File: config.mk
export PLATFORM = sky130hd
export DESIGN_NAME = alu_exec_stage
export DESIGN_NICKNAME = d
export VERILOG_FILES = /design/src/rtl/alu_exec_stage.sv
export SDC_FILE = /design/constraint.sdc
export NUM_CORES = 1
export LEC_CHECK = 0
export BUFFER_PORTS_ARGS = -buffer_cell sky130_fd_sc_hd__buf_2
export CAP_MARGIN = 20
export CORE_MARGIN = 3
export CORE_UTILIZATION = 35
export DETAILED_ROUTE_END_ITERATION = 16
export PLACE_DENSITY = 0.48
export SYNTH_ARGS = -nofsm -noshare
export SYNTH_HDL_FRONTEND = slang
export SYNTH_SLANG_ARGS = --single-unit
File: constraint.sdc
create_clock -name clock -period 6.26 [get_ports clock]
set_clock_uncertainty 0.15 [all_clocks]
set_input_delay 0.313 -clock clock [delete_from_list [all_inputs] [get_ports clock]]
set_output_delay 0.313 -clock clock [all_outputs]
set_load 0.1 [all_outputs]
File: src/rtl/alu_exec_stage.sv
// alu_exec_stage: execute stage = operand register (S1) -> 32-bit ALU -> OUT_DEPTH-entry output FIFO.
// Valid/ready on both sides lets decode and writeback stall independently.
// Optional feature macro ALU_OVF_TRAP_EN: add/sub overflow raises out_exc and replaces the result with a code.
module alu_exec_stage #(
    parameter int TAG_W     = 5,
    parameter int OUT_DEPTH = 2
) (
    input  logic             clock,
    input  logic             reset,
    input  logic             flush,
    input  logic             in_valid,
    output logic             in_ready,
    input  logic [31:0]      in_opA,
    input  logic [31:0]      in_opB,
    input  logic [4:0]       in_opcode,
    input  logic [4:0]       in_shamt,
    input  logic [TAG_W-1:0] in_tag,
    output logic             out_valid,
    input  logic             out_ready,
    output logic [31:0]      out_result,
    output logic             out_ne,
    output logic             out_lt,
    output logic             out_ovf,
    output logic             out_exc,
    output logic [TAG_W-1:0] out_tag
);
    localparam int PW = $clog2(OUT_DEPTH);
    localparam int CW = $clog2(OUT_DEPTH + 1);
    localparam int EW = TAG_W + 36;

    logic             rdy_q, rdy_d;
    logic             s1_valid_q, s1_valid_d;
    logic [31:0]      opa_q, opa_d, opb_q, opb_d;
    logic [4:0]       opc_q, opc_d, shamt_q, shamt_d;
    logic [TAG_W-1:0] tag_q, tag_d;
    logic [EW-1:0]    mem_q [OUT_DEPTH];
    logic [EW-1:0]    mem_d [OUT_DEPTH];
    logic [PW-1:0]    rd_ptr_q, rd_ptr_d, wr_ptr_q, wr_ptr_d;
    logic [CW-1:0]    count_q, count_d;
    logic [31:0]      sum, diff, alu_res;
    logic             alu_ne, alu_lt, alu_ovf, alu_exc;
    logic             pop, move, accept, push, pull;

    function automatic logic [PW-1:0] nxt(input logic [PW-1:0] p);
        return (p == PW'(OUT_DEPTH - 1)) ? '0 : p + 1'b1;
    endfunction

    // in_ready depends only on state, flush and out_ready; never on in_valid
    assign out_valid = count_q != '0;
    assign pop       = out_valid & out_ready;
    assign move      = s1_valid_q & ((count_q < CW'(OUT_DEPTH)) | pop);
    assign in_ready  = rdy_q & ~flush & (~s1_valid_q | move);
    assign accept    = in_valid & in_ready;
    assign push      = move & ~flush;
    assign pull      = pop & ~flush;
    assign {out_tag, out_exc, out_ovf, out_lt, out_ne, out_result} = mem_q[rd_ptr_q];

    // ALU on the S1 operands; flags not defined for an opcode stay 0, illegal opcodes give all zeros
    always_comb begin
        sum     = opa_q + opb_q;
        diff    = opa_q - opb_q;
        alu_res = '0;
        alu_ne  = 1'b0;
        alu_lt  = 1'b0;
        alu_ovf = 1'b0;
        alu_exc = 1'b0;
        case (opc_q)
            5'd0: begin
                alu_res = sum;
                alu_ovf = (opa_q[31] == opb_q[31]) & (sum[31] != opa_q[31]);
            end
            5'd1: begin
                alu_res = diff;
                alu_ne  = opa_q != opb_q;
                alu_lt  = $signed(opa_q) < $signed(opb_q);
                alu_ovf = (opa_q[31] != opb_q[31]) & (diff[31] != opa_q[31]);
            end
            5'd2:    alu_res = opa_q & opb_q;
            5'd3:    alu_res = opa_q | opb_q;
            5'd4:    alu_res = opa_q << shamt_q;
            5'd5:    alu_res = $unsigned($signed(opa_q) >>> shamt_q);
            default: alu_res = '0;
        endcase
`ifdef ALU_OVF_TRAP_EN
        alu_exc = alu_ovf;
        if (alu_exc) alu_res = (opc_q == 5'd0) ? 32'd1 : 32'd3;
`endif
    end

    // next state for S1 and the FIFO; flush overrides accept, push and pop
    always_comb begin
        rdy_d      = 1'b1;
        s1_valid_d = flush ? 1'b0 : accept ? 1'b1 : move ? 1'b0 : s1_valid_q;
        opa_d      = accept ? in_opA : opa_q;
        opb_d      = accept ? in_opB : opb_q;
        opc_d      = accept ? in_opcode : opc_q;
        shamt_d    = accept ? in_shamt : shamt_q;
        tag_d      = accept ? in_tag : tag_q;
        mem_d      = mem_q;
        if (push) mem_d[wr_ptr_q] = {tag_q, alu_exc, alu_ovf, alu_lt, alu_ne, alu_res};
        wr_ptr_d   = flush ? '0 : push ? nxt(wr_ptr_q) : wr_ptr_q;
        rd_ptr_d   = flush ? '0 : pull ? nxt(rd_ptr_q) : rd_ptr_q;
        count_d    = flush ? '0 : (push & ~pull) ? count_q + 1'b1 :
                     (pull & ~push) ? count_q - 1'b1 : count_q;
    end

    // state registers; reset clears everything and holds in_ready low until one edge after release
    always_ff @(posedge clock or posedge reset) begin
        if (reset) begin
            rdy_q      <= 1'b0;
            s1_valid_q <= 1'b0;
            opa_q      <= '0;
            opb_q      <= '0;
            opc_q      <= '0;
            shamt_q    <= '0;
            tag_q      <= '0;
            for (int i = 0; i < OUT_DEPTH; i++) mem_q[i] <= '0;
            wr_ptr_q   <= '0;
            rd_ptr_q   <= '0;
            count_q    <= '0;
        end else begin
            rdy_q      <= rdy_d;
            s1_valid_q <= s1_valid_d;
            opa_q      <= opa_d;
            opb_q      <= opb_d;
            opc_q      <= opc_d;
            shamt_q    <= shamt_d;
            tag_q      <= tag_d;
            mem_q      <= mem_d;
            wr_ptr_q   <= wr_ptr_d;
            rd_ptr_q   <= rd_ptr_d;
            count_q    <= count_d;
        end
    end
endmodule

==> results.toml <==
[status]
status = "finished, final reports clean"

[worst_setup_path]
path_max_fanout = 63
r2r_start = "shamt_q[1]$_DFFE_PP0P_"
end_kind = "flop"
startpoint = "shamt_q[1]$_DFFE_PP0P_"
path_cells = "clkinv_1, mux4_2, nand3_1, o211ai_1, nor3_1, o31ai_1, mux2_1, a22o_1, mux2_2"
slowest_delay_ps = 1000
cp.arrival_ps = 4680
worst_ep_required_time_ps = 6470
cpMaxStageDelayCell = "dfrtp_4"
startpoint_type = "flop"
path_class = "flop to flop"

[final_layout]
nets = 2151
drive_gt1_frac = 0.182
stdcell_area_um2 = 17700
syn_to_final_growth_pct = 15.9
num-fill-cells = 4458
postLayoutCoreUtil = 0.417
diodes = 0

[timing]
worst_slew_pin_slew_ps = 1050
min_period_over_period = 0.713
max_freq_ghz = 0.224
slew_headroom = 0.292
maxSlewViolCount = 0
fin_ws_ps = 1800
fin_crit_ps = 4460
hold_viol = 0
finalSetupTns_ps = 0
setup_viol = 0
rsz0062_at_grt = "false"

[logic_synthesis]
yosysWarningCount = 0
synth-seq-cells = 165
synth_edf_count = 0
yosysTopAreaCell = "dfrtp_1"
post-synth-top-count-cell = "nand2_1"
avgSynthCellArea_um2 = 8.33
synth_top_area_share = 0.270
async_reset_ff_frac = 1.00
ys_seq_area_frac = 0.270
synth_nets = 2032
syn-cell-area_um2 = 15300
netlist_instances = 1837
ys_types = 87
netlist_top_cells_area = "dfrtp_1, ha_1, mux2_2"
synthTopCellsByCount = "nand2_1, o21ai_0, dfrtp_1, nor2_1, a21oi_1"
synth_flop_cell = "dfrtp_1"

[die]
die_w_um = 215
initial_utilization = 0.359
die_area_um2 = 46300
rows = 75
fp.coreArea_um2 = 42600
die_h_um = 215
top_level_ports = 127

[grt]
grt_pass1_wl_um = 93500
grt_use_total = 0.268
antenna_found_initial = 1
grt_max_degree = 109
grt_overflow = 0
grt_pass1_vias = 14418

[routing]
drt-wirelength-per-cell_um = 24.9
first_pass_iters = 5
top_layer = "met5"
wl_met2_um = 27500
dr.first_iter.drc_count = 1808
vias = 14898
wirelength_um = 63300
drc = 0
ant_nets = 0
viasPerCell = 5.85
wl_met3_um = 4580
met1Wirelength_um = 29400

[clock_tree]
cts_max_level = 4
cts.clk_slew.worst_paths_ps = 70
clockBufferDepth = 2
cts_setup_buffers = 0
cts_tree = "built"
cts-resized-gates = 0
clock-sinks = 165
cts_hold_buf = 80
cts_inserted_buffers = 17
root_buffer = "clkbuf_16"
insertion_delay_ps = 480

[min_path]
min_from = "in_opB[30]"
hp-class = "input port to flop"

[placement]
place_area_um2 = 16300
gp_congestion = 0.993
place_ws_ps = 1970
port-buffer-count = 125
dp.final_hpwl_um = 47900

[power_and_ir_drop]
ir_drop_mv = 0.189
powerDensity_nw_per_um2 = 351
cellLeakagePower_nw = 7.81
power.total_w = 0.00623

[job]
maxCapViolCount = 0
-- routing by layer --
layer	track usage	vias up
met1	0.379	7393
met5	0	-
met2	0.406	553
met4	0.0881	2
met3	0.0571	86
li1	-	6864
-- placed cells by master (no fill, tap or decap), drive strengths merged, types with 9 or more instances in the layout --
| master | instances |
|---|---|
| mux2 | 115 |
| nor3 | 34 |
| or4 | 9 |
| o21a | 11 |
| nor2 | 154 |
| o31ai | 16 |
| nand4 | 14 |
| a31oi | 12 |
| ha | 109 |
| inv | 101 |
| nand2b | 14 |
| mux2i | 81 |
| o22ai | 18 |
| o211ai | 24 |
| a21o | 12 |
| buf | 147 |
| nor4 | 15 |
| nand3 | 24 |
| dlygate4sd3 | 80 |
| mux4 | 31 |
| a221oi | 12 |
| clkbuf | 22 |
| dfrtp | 165 |
| nand2 | 219 |
| a211oi | 31 |
| a21oi | 133 |
| nor2b | 15 |
| xnor2 | 23 |
| o21ai | 192 |
| o21bai | 11 |
-- worst paths after layout --
check                                             end  slack [ps]  cells past startpoint
worst max-delay path            mem_q[67]$_DFFE_PP0P_        1800                      9
worst min-delay path            opb_q[30]$_DFFE_PP0P_          60                      3
worst max register to register  mem_q[67]$_DFFE_PP0P_        1800                      9
worst min register to register  mem_q[80]$_DFFE_PP0P_         320                      2
max in group asynchronous        opc_q[0]$_DFFE_PP0P_        4580                      4
min in group asynchronous        opb_q[0]$_DFFE_PP0P_         310                      3
-- cell type report --
type | instances | area (µm²) | share of cell area
Clock buffer | 20 | 447 | 0.0252
Clock inverter | 12 | 168 | 0.00945
Inverter | 100 | 380 | 0.0214
Multi-Input combinational cell | 1443 | 10300 | 0.579
Sequential cell | 165 | 4140 | 0.233
Tap cell | 577 | 722 | 0.0407
Timing Repair Buffer | 229 | 1610 | 0.0909
-- state kept, by name, summed over array words and instances, names as in the netlist --
register	count
tag_q	5
opb_q	32
count_q	2
rd_ptr_q	1
opc_q	5
s1_valid_q	1
opa_q	32
mem_q	80
rdy_q	1
wr_ptr_q	1
shamt_q	5
-- power by group --
| group | switching [W] | total [W] | internal, W |
|---|---|---|---|
| Sequential | 0.000276 | 0.00153 | 0.00125 |
| Clock | 0.000490 | 0.00113 | 0.000645 |
| Combinational | 0.00244 | 0.00357 | 0.00113 |
-- per-stage QoR --
| step | std cells | hold WS (ps) |
|---|---|---|
| after floorplan | 1837 | 226 |
| after global placement | 2432 | 274 |
| after detailed placement | 2432 | 280 |
| after CTS | 2544 | 20.8 |
| after global routing | 2546 | 30.8 |
| final | 2546 | 59.8 |
-- critical path: cells and delay by family (launching register included) --
family / cells / cell delay [ps]
AND/OR/NAND/NOR: 2 / 460
buffers and inverters: 1 / 790
flip-flops: 1 / 1000
AO/OA/AOI/OAI: 3 / 540
multiplexers: 3 / 1310
-- logic make-up (layout without fill, tap and decap cells) --
kind of cell               count (synthesis)  after routing  synth area share
AOI/OAI and AO/OA                        542            542             0.220
xor gates and xnor gates                  28             28            0.0160
adders and majority gates                111            111            0.0917
buffers and inverters                    229            361            0.0611
DFF                                      165            165             0.270
muxes                                    227            227             0.183
other                                      2              2          0.000491
and+or+nand+nor                          533            533             0.158
(Power assumes the default switching activity.)
